===== config.mk =====
export PLATFORM = sky130hd
export DESIGN_NAME = cg_result_collector
export DESIGN_NICKNAME = d
export VERILOG_FILES = /design/src/rtl/cg_pkg.sv /design/src/rtl/cg_frame_bank.sv /design/src/rtl/cg_result_collector.sv
export SDC_FILE = /design/constraint.sdc
export NUM_CORES = 1
export LEC_CHECK = 0
export CAP_MARGIN = 0
export CELL_PAD_IN_SITES_DETAIL_PLACEMENT = 1
export CELL_PAD_IN_SITES_GLOBAL_PLACEMENT = 2
export CORE_MARGIN = 2
export CORE_UTILIZATION = 31
export CTS_CLUSTER_SIZE = 8
export DETAILED_ROUTE_END_ITERATION = 8
export PLACE_DENSITY = 0.57
export SLEW_MARGIN = 20
export SYNTH_ARGS = -nofsm -noshare
export SYNTH_HDL_FRONTEND = slang
export SYNTH_HIERARCHICAL = 1
export SYNTH_SLANG_ARGS = --single-unit

===== constraint.sdc =====
create_clock -name clk -period 4 [get_ports clk]
set_input_delay 0.6 -clock clk [delete_from_list [all_inputs] [get_ports clk]]
set_output_delay 0.6 -clock clk [all_outputs]
set_load 0.01 [all_outputs]

===== src/rtl/cg_pkg.sv =====
// ============================================================================
// Module   : cg_pkg
// Brief    : Shared widths, sample types and FSM encodings for the collector.
// Revision : 1.0
// ============================================================================
`default_nettype none

package cg_pkg;
    localparam int FRAME_LEN = 16;
    localparam int DW        = 7;
    localparam int SUM_W     = 11;
    localparam int IDX_W     = 4;

    typedef logic signed [DW-1:0]    sample_t;
    typedef logic signed [SUM_W-1:0] sum_t;

    typedef enum logic [1:0] {
        C_IDLE  = 2'd0,
        C_FILL  = 2'd1,
        C_DRAIN = 2'd2
    } cap_state_t;

    typedef enum logic [0:0] {
        R_IDLE = 1'b0,
        R_SEND = 1'b1
    } rd_state_t;
endpackage

`default_nettype wire


===== src/rtl/cg_frame_bank.sv =====
// ============================================================================
// Module   : cg_frame_bank
// Brief    : One 16-sample frame store plus its latched sum/max/min.
// Revision : 1.0
// ============================================================================
`default_nettype none

module cg_frame_bank
    import cg_pkg::*;
(
    input  logic             clk,
    input  logic             cg_en,
    input  logic             wr_en,
    input  logic [IDX_W-1:0] wr_addr,
    input  sample_t          wr_data,
    input  logic             stat_en,
    input  sum_t             sum_in,
    input  sample_t          max_in,
    input  sample_t          min_in,
    input  logic [IDX_W-1:0] rd_addr,
    output sample_t          rd_data,
    output sum_t             sum_q,
    output sample_t          max_q,
    output sample_t          min_q
);
    sample_t mem [FRAME_LEN];

    // With cg_en low every register reloads each cycle; contents are unchanged.
    always_ff @(posedge clk) begin
        for (int i = 0; i < FRAME_LEN; i++) begin
            if (wr_en && (wr_addr == IDX_W'(i))) begin
                mem[i] <= wr_data;
            end else if (!cg_en) begin
                mem[i] <= mem[i];
            end
        end
        if (stat_en) begin
            sum_q <= sum_in;
            max_q <= max_in;
            min_q <= min_in;
        end else if (!cg_en) begin
            sum_q <= sum_q;
            max_q <= max_q;
            min_q <= min_q;
        end
    end

    assign rd_data = mem[rd_addr];
endmodule

`default_nettype wire


===== src/rtl/cg_result_collector.sv =====
// ============================================================================
// Module   : cg_result_collector
// Brief    : Captures 16-sample result bursts into a ping-pong store and
//            replays each frame over valid/ready with sum/max/min on beat 15.
// Revision : 1.0
// ============================================================================
`default_nettype none

module cg_result_collector
    import cg_pkg::*;
(
    input  logic             clk,
    input  logic             rst,
    input  logic             cg_en,
    input  logic             in_valid,
    input  sample_t          in_data,
    output logic             out_valid,
    input  logic             out_ready,
    output sample_t          out_data,
    output logic [IDX_W-1:0] out_idx,
    output logic             out_last,
    output sum_t             out_sum,
    output sample_t          out_max,
    output sample_t          out_min,
    output logic             err_short,
    output logic             err_long,
    output logic             err_ovf
);
    cap_state_t       cstate;
    rd_state_t        rstate;
    logic [IDX_W-1:0] cnt;
    logic             wr_ptr;
    logic             rd_ptr;
    logic [1:0]       full;
    logic             long_armed;
    sum_t             acc_sum;
    sample_t          acc_max;
    sample_t          acc_min;

    logic             first;
    logic             wr_fire;
    logic             frame_done;
    logic [IDX_W-1:0] wr_addr;
    sum_t             sum_next;
    sample_t          max_next;
    sample_t          min_next;
    logic             handshake;
    logic             beat_end;
    logic             advance;
    logic             rd_bank;
    logic [IDX_W-1:0] rd_addr;
    logic             load_last;
    sample_t          bank_data [2];
    sum_t             bank_sum  [2];
    sample_t          bank_max  [2];
    sample_t          bank_min  [2];

    assign first      = (cstate == C_IDLE);
    assign wr_fire    = in_valid && ((first && !full[wr_ptr]) || (cstate == C_FILL));
    assign frame_done = in_valid && (cstate == C_FILL) && (cnt == IDX_W'(FRAME_LEN - 1));
    assign wr_addr    = first ? '0 : cnt;
    assign sum_next   = first ? sum_t'(in_data) : acc_sum + sum_t'(in_data);
    assign max_next   = (first || (in_data > acc_max)) ? in_data : acc_max;
    assign min_next   = (first || (in_data < acc_min)) ? in_data : acc_min;

    assign handshake  = out_valid && out_ready;
    assign beat_end   = (rstate == R_SEND) && handshake && out_last;
    assign advance    = (rstate == R_SEND) && handshake && !out_last;
    // Beat 15 accepted: look straight at the other bank so frames run seamlessly.
    assign rd_bank    = beat_end ? ~rd_ptr : rd_ptr;
    assign rd_addr    = advance ? out_idx + 1'b1 : '0;
    assign load_last  = (rd_addr == IDX_W'(FRAME_LEN - 1));

    for (genvar b = 0; b < 2; b++) begin : g_bank
        cg_frame_bank u_bank (
            .clk     (clk),
            .cg_en   (cg_en),
            .wr_en   (wr_fire && (wr_ptr == 1'(b))),
            .wr_addr (wr_addr),
            .wr_data (in_data),
            .stat_en (frame_done && (wr_ptr == 1'(b))),
            .sum_in  (sum_next),
            .max_in  (max_next),
            .min_in  (min_next),
            .rd_addr (rd_addr),
            .rd_data (bank_data[b]),
            .sum_q   (bank_sum[b]),
            .max_q   (bank_max[b]),
            .min_q   (bank_min[b])
        );
    end

    always_ff @(posedge clk) begin
        if (rst) begin
            cstate     <= C_IDLE;
            cnt        <= '0;
            wr_ptr     <= 1'b0;
            long_armed <= 1'b0;
            acc_sum    <= '0;
            acc_max    <= '0;
            acc_min    <= '0;
            err_short  <= 1'b0;
            err_long   <= 1'b0;
            err_ovf    <= 1'b0;
        end else begin
            err_short <= 1'b0;
            err_long  <= 1'b0;
            err_ovf   <= 1'b0;
            case (cstate)
                C_IDLE: begin
                    if (in_valid) begin
                        if (!full[wr_ptr]) begin
                            acc_sum <= sum_next;
                            acc_max <= max_next;
                            acc_min <= min_next;
                            cnt     <= IDX_W'(1);
                            cstate  <= C_FILL;
                        end else begin
                            err_ovf    <= 1'b1;
                            long_armed <= 1'b0;
                            cstate     <= C_DRAIN;
                        end
                    end
                end
                C_FILL: begin
                    if (in_valid) begin
                        acc_sum <= sum_next;
                        acc_max <= max_next;
                        acc_min <= min_next;
                        if (frame_done) begin
                            cnt        <= '0;
                            wr_ptr     <= ~wr_ptr;
                            long_armed <= 1'b1;
                            cstate     <= C_DRAIN;
                        end else begin
                            cnt <= cnt + 1'b1;
                        end
                    end else begin
                        err_short <= 1'b1;
                        cnt       <= '0;
                        cstate    <= C_IDLE;
                    end
                end
                C_DRAIN: begin
                    if (in_valid) begin
                        if (long_armed) begin
                            err_long <= 1'b1;
                        end
                        long_armed <= 1'b0;
                    end else begin
                        cstate <= C_IDLE;
                    end
                end
                default: cstate <= C_IDLE;
            endcase
        end
    end

    // Set and clear never target the same bank: a filling bank is never full.
    always_ff @(posedge clk) begin
        if (rst) begin
            full <= '0;
        end else begin
            if (frame_done) full[wr_ptr] <= 1'b1;
            if (beat_end)   full[rd_ptr] <= 1'b0;
        end
    end

    always_ff @(posedge clk) begin
        if (rst) begin
            rstate    <= R_IDLE;
            rd_ptr    <= 1'b0;
            out_valid <= 1'b0;
            out_data  <= '0;
            out_idx   <= '0;
            out_last  <= 1'b0;
            out_sum   <= '0;
            out_max   <= '0;
            out_min   <= '0;
        end else begin
            case (rstate)
                R_IDLE: begin
                    if (full[rd_ptr]) begin
                        out_valid <= 1'b1;
                        out_data  <= bank_data[rd_bank];
                        out_idx   <= rd_addr;
                        out_last  <= 1'b0;
                        rstate    <= R_SEND;
                    end
                end
                R_SEND: begin
                    if (beat_end) begin
                        rd_ptr   <= ~rd_ptr;
                        out_sum  <= '0;
                        out_max  <= '0;
                        out_min  <= '0;
                        out_last <= 1'b0;
                        out_idx  <= '0;
                        if (full[rd_bank]) begin
                            out_data <= bank_data[rd_bank];
                        end else begin
                            out_valid <= 1'b0;
                            out_data  <= '0;
                            rstate    <= R_IDLE;
                        end
                    end else if (advance) begin
                        out_data <= bank_data[rd_bank];
                        out_idx  <= rd_addr;
                        out_last <= load_last;
                        out_sum  <= load_last ? bank_sum[rd_bank] : '0;
                        out_max  <= load_last ? bank_max[rd_bank] : '0;
                        out_min  <= load_last ? bank_min[rd_bank] : '0;
                    end
                end
                default: rstate <= R_IDLE;
            endcase
        end
    end
endmodule

`default_nettype wire


== Yosys cells after proc, flatten, opt, wreduce, memory -nomap -nowiden ==
Memories as Yosys holds them, arrays and structs flattened.
Cells that the tools add are included.

* Add/sub/neg operators: 3
* Order comparisons: 8
* Equal/unequal tests: 63
* Mux-type cells: 344
* Bitwise logic cells: 43
* Reductions and logical operators: 129

{| class="wikitable"
|+ Operators by type and width
! cell !! number
|-
| 7-bit 2-to-1 mux || 89
|-
| 7-bit OR reduction || 30
|-
| 1-bit 2-to-1 mux || 185
|-
| 4-bit 2-to-1 mux || 39
|-
| 11-bit 2-to-1 mux || 10
|-
| 2-bit AND reduction || 34
|-
| 1-bit logical AND || 46
|-
| 7-bit case mux with 2 select lines || 3
|-
| 4-bit == test, second input constant || 10
|-
| 0-bit inequality test || 32
|-
| 1-bit OR || 32
|-
| 11-bit case mux with 2 select lines || 1
|-
| 4-bit by 3-bit == test with 1-bit output, second input constant || 4
|-
| 2-bit 2-to-1 mux || 8
|-
| 4-bit case mux with 2 select lines || 2
|-
| 2-bit inequality test, second input constant || 7
|-
| 3-bit AND reduction || 4
|-
| 11-bit by 7-bit adder with 11-bit output || 1
|-
| 4-bit by 1-bit adder with 4-bit output, second input constant || 2
|-
| 4-bit by 2-bit == test with 1-bit output, second input constant || 2
|-
| 7-bit greater-than comparator || 1
|-
| 7-bit less-than comparator || 1
|-
| 1-bit inverter || 7
|-
| 1-bit by 2-bit less-than comparator with 1-bit output, second input constant || 3
|-
| 26 further kinds || 37
|}

* Register bits after elaboration: 128
* Memory bits (writable): 224
* Bits of input ports: 12
* Output and inout bits: 41
* Word-level logic and storage cells: 618
* Memories kept: 2

{| class="wikitable"
|+ Memories
! name !! words !! width !! rd ports !! clocked after memory_dff !! wr ports !! RTL line !! source
|-
| g_bank[0].u_bank.mem || 16 || 7 || 1 || 0 || 1 || cg_frame_bank.sv:26 || <nowiki>sample_t mem [FRAME_LEN];</nowiki>
|-
| g_bank[1].u_bank.mem || 16 || 7 || 1 || 0 || 1 || cg_frame_bank.sv:26 ||
|}

== Longest topological paths before layout ==
* Depth in word-level cells: 28
* Mapped depth: 12
* Gate-level depth less buffers: 9

== Cells and area by module ==
The synthesis kept the hierarchy.

{| class="wikitable"
|+ By module, submodules not included
! module !! times used !! cells each !! area an instance (um^2)
|-
| cg_frame_bank || 2 || 221 || 5,141.2
|-
| cg_result_collector || 1 || 598 || 4,745.8
|}

== Least setup slack after synthesis ==
No wires, ideal clock.

* Path type: register to register
* Start: register cstate[0]
* End: register g_bank[0].u_bank.max_q[0] (enable)
* Setup time: 441 ps
* Arrival: 2,618 ps
* Data required time: 3,559 ps
* Slack: 942 ps
* Cell stages (with the launch flop): 5
* Buffers on the path: 1
* Clock period less this slack: 3,058 ps
* Cells stage by stage: dfxtp_1 buf_2 and2b_1 nand2_1 nor3_1

* Word-level cells in the longest chain between the ends: 4

{| class="wikitable"
|+ RTL lines
! item !! RTL line !! source
|-
| start, declared || cg_result_collector.sv:29 || <nowiki>cap_state_t cstate;</nowiki>
|-
| start signal, assigned || cg_result_collector.sv:95 || <nowiki>cstate <= C_IDLE;</nowiki>
|-
| start signal, assigned || cg_result_collector.sv:117 || <nowiki>cstate <= C_FILL;</nowiki>
|-
| start signal, assigned || cg_result_collector.sv:121 || <nowiki>cstate <= C_DRAIN;</nowiki>
|-
| 2-bit by 1-bit == test with 1-bit output || cg_result_collector.sv:60 || <nowiki>assign frame_done = in_valid && (cstate == C_FILL) && (cnt == IDX_W'(FRAME_LEN - 1));</nowiki>
|-
| 1-bit logical AND (2 in a row) || cg_result_collector.sv:60 ||
|-
| 1-bit logical AND || cg_result_collector.sv:81 || <nowiki>.stat_en (frame_done && (wr_ptr == 1'(b))),</nowiki>
|-
| end signal, assigned || cg_frame_bank.sv:39 || <nowiki>max_q <= max_in;</nowiki>
|-
| end signal, assigned || cg_frame_bank.sv:43 || <nowiki>max_q <= max_q;</nowiki>
|-
| end, declared || cg_frame_bank.sv:23 || <nowiki>output sample_t max_q,</nowiki>
|}

Every way passes these cells.
A chain may end at the register's enable or synchronous reset.

==> impl_metrics.yaml <==
layout:
  drive_gt1_share_pct: 14.3
  nNetsFinal: 1198
  syn_to_final_growth_pct: 20.0
  num_antenna_cells: 0
die:
  die_area_sq_um: 50300
  placementRows: 80
  dieWidth_um: 224
  die_h_um: 224
  core_area_sq_um: 47700
  top_level_ports: 53
  initial_core_util_pct: 31.5
setup_path:
  start_kind: "input pin"
  crit_arrival_ns: 3.48
  cp.required_ns: 4.49
  end_kind: "flop"
  cp_max_fo: 15
  path_class: "in2reg"
timing:
  max_freq_mhz: 334
  tightest_slew_ns: 0.814
  slew_violations: 0
  setup_violations: 0
  hold_viol_final: 0
  min_period_ns: 3.00
  finalCritPeriodShare_pct: 74.9
  rsz0062_at_grt: "false"
  fin_skew_ns: 0.0386
  max_slew_margin_pct: 45.7
  setup_tns_ns: 0
power:
  pwr_density_cell_nw_per_um2: 460
  ir_drop_mv: 0.268
  p_leak_nw: 6.16
  power_mw: 8.29
clocking:
  cts.sinks: 352
  post_cts_resized: 0
  clk_pin_slew_worst_paths_ns: 0.05
  clock_tree.buffer_depth: 3
  cts_tree: "yes"
  clockRootBuffer: "clkbuf_16"
  clock_latency_ns: 0.60
  post_cts_buffers: 0
  cts_buffers: 50
  holdBufCountCts: 0
  htree_levels: 2
hold_path:
  hold_path_class: "reg2reg"
global_route:
  grt_pass1_vias: 9444
  grt_max_degree: 40
  grt_first_pass_wirelength_mm: 59.6
  grt_use_total_pct: 16.0
  grt-ovfl-total: 0
  antenna_found_initial: 2
synthesis:
  synth_cell_types: 70
  synthSimpleGateAreaFrac_pct: 9.82
  synth-main-ff-cell: "edfxtp_1"
  synth_mux_area_share_pct: 11.6
  synth_xor_area_share_pct: 0.716
  synth-seq-area-share_pct: 65.1
  syn-num-nets: 1078
  ys_ff_latch: 352
  syn_inst: 1040
  synth_edf_count: 274
  synth_top_family_by_area: "multiplexers"
  async_flop_share_pct: 0
  syn_area_sq_um: 15000
  synth_compound_area_share_pct: 7.96
  yosysWarnings: 6
  syn_avg_cell_area_sq_um: 14.5
  yosys.area_share.adder_pct: 2.21
placement:
  place.gp.congestion: 0.733
  portBuffers: 51
  hpwl_mm: 25.9
detailed_routing:
  drt_first_pass_iters: 5
  wl_per_cell_um: 21.7
  drc: 0
  postRouteAntennaNets: 0
  wl_mm: 39.4
  viasPerCell: 4.94
  vias: 8970
  drtIter0Drc: 459
outcome:
  status: "completed"
run:
  cap_violations: 0
worst paths after layout:
kind / startpoint / cells past startpoint / end / slack [ns]
worst max-delay path: out_ready / 11 / out_data[0] / 1.00
worst min-delay path: out_min[5] / 2 / out_min[5] / 0.45
worst max register to register: out_valid / 10 / out_data[0] / 1.06
worst min register to register: out_min[5] / 2 / out_min[5] / 0.45
metrics by stage:
step	util, %	cell area [sq um]	instances	worst slack [ns]	hold slack, ns
2_1_floorplan	-	15000	1040	0.942	0.427
3_3_place_gp	34.7	16600	1723	0.383	0.440
3_5_place_dp	34.7	16600	1723	0.322	0.444
4_1_cts	37.8	18000	1815	0.961	0.414
5_1_grt	37.8	18000	1815	0.842	0.428
6_report	37.8	18000	1815	1.00	0.447
where the power goes:
group	total (mW)	leakage (nW)	switching [mW]	internal, mW
clock network	3.94	0.695	1.58	2.36
registers	3.99	3.10	0.0174	3.98
logic	0.359	2.37	0.231	0.128
Yosys cell counts, types with 7 or more instances:
| library cell | n | area (sq um) |
|---|---|---|
| mux2i_1 | 25 | 250 |
| ha_1 | 25 | 313 |
| nand2b_1 | 21 | 131 |
| edfxtp_1 | 274 | 8230 |
| mux4_1 | 34 | 893 |
| and2_1 | 11 | 68.8 |
| a21oi_1 | 48 | 240 |
| a211oi_1 | 7 | 52.6 |
| o21ai_0 | 20 | 100 |
| nand2_1 | 122 | 458 |
| dfxtp_1 | 78 | 1560 |
| a22oi_1 | 28 | 210 |
| nor2b_1 | 9 | 56.3 |
| a21o_1 | 32 | 240 |
| inv_1 | 22 | 82.6 |
| mux2_2 | 7 | 78.8 |
| nand3_1 | 15 | 75.1 |
| buf_2 | 16 | 80.1 |
| nor2_1 | 87 | 327 |
| a2bb2oi_1 | 7 | 61.3 |
| mux4_2 | 22 | 495 |
| clkbuf_1 | 21 | 78.8 |
| nor3_1 | 19 | 95.1 |
placed cells by master, fill, tap and decap left out, drive strengths merged, types with 3 or more instances in the layout:
| master | Yosys | final |
|---|---|---|
| and3 | 4 | 4 |
| a311oi | 6 | 6 |
| nand2 | 123 | 123 |
| a211oi | 8 | 8 |
| a2bb2oi | 7 | 7 |
| nor3b | 4 | 4 |
| or3 | 3 | 3 |
| a22oi | 28 | 28 |
| mux4 | 56 | 56 |
| nor3 | 19 | 19 |
| dfxtp | 78 | 78 |
| nor2b | 9 | 9 |
| ha | 25 | 25 |
| buf | 27 | 71 |
| and2 | 11 | 11 |
| clkbuf | 23 | 89 |
| mux2 | 7 | 7 |
| a21o | 32 | 32 |
| clkdlybuf4s50 | 0 | 46 |
| o21a | 6 | 6 |
| mux2i | 26 | 26 |
| nand3 | 15 | 15 |
| xor2 | 3 | 3 |
| clkinv | 0 | 4 |
| a21oi | 49 | 49 |
| nor2 | 88 | 88 |
| edfxtp | 274 | 274 |
| a31oi | 5 | 5 |
| o21ai | 22 | 22 |
| nand3b | 5 | 5 |
| nand2b | 22 | 22 |
| inv | 22 | 22 |
| xnor2 | 5 | 5 |
layout make-up:
| cell class | instances | area, sq um |
|---|---|---|
| Tap cell | 615 | 769 |
| Multi-Input combinational cell | 616 | 4870 |
| Clock inverter | 4 | 85.1 |
| Sequential cell | 352 | 9790 |
| Clock buffer | 88 | 1390 |
| Fill cell | 4823 | 29700 |
| Inverter | 22 | 82.6 |
| Timing Repair Buffer | 118 | 1050 |
kinds of logic after synthesis:
family | Yosys count
adders and majority gates | 26
xor gates and xnor gates | 8
DFF | 352
and+or+nand+nor | 317
buffers and inverters | 72
muxes | 89
AOI/OAI and AO/OA | 176
state kept, by name, indices dropped and copies added, names as in the netlist, 2 cells and up:
| name | flops |
|---|---|
| cnt | 4 |
| acc_max | 7 |
| out_min | 7 |
| g_bank.u_bank/min_q | 14 |
| out_data | 7 |
| g_bank.u_bank/mem | 224 |
| out_sum | 11 |
| out_max | 7 |
| g_bank.u_bank/max_q | 14 |
| acc_min | 7 |
| out_idx | 4 |
| full | 2 |
| g_bank.u_bank/sum_q | 22 |
| acc_sum | 11 |
| cstate | 2 |
critical path, stage by stage:
cell	delay, ns
clkdlybuf4s50_1	0.56
and3_1	0.25
nand2b_2	0.15
nor2_4	0.16
buf_4	0.32
mux4_1	0.64
a22oi_1	0.33
nand2_1	0.09
mux2i_1	0.16
a2bb2oi_1	0.17
nor2_1	0.05
per-layer routing:
metal  part of all wire [%]  GRT usage (%)  vias to the layer above
met5                      0              0                        -
met4                    1.7           3.99                        0
li1                       -              -                     4216
met2                     46           25.8                      134
met3                    3.5           2.72                       54
met1                     48           22.4                     4566
Note: power is estimated with default switching activity, not from simulation.
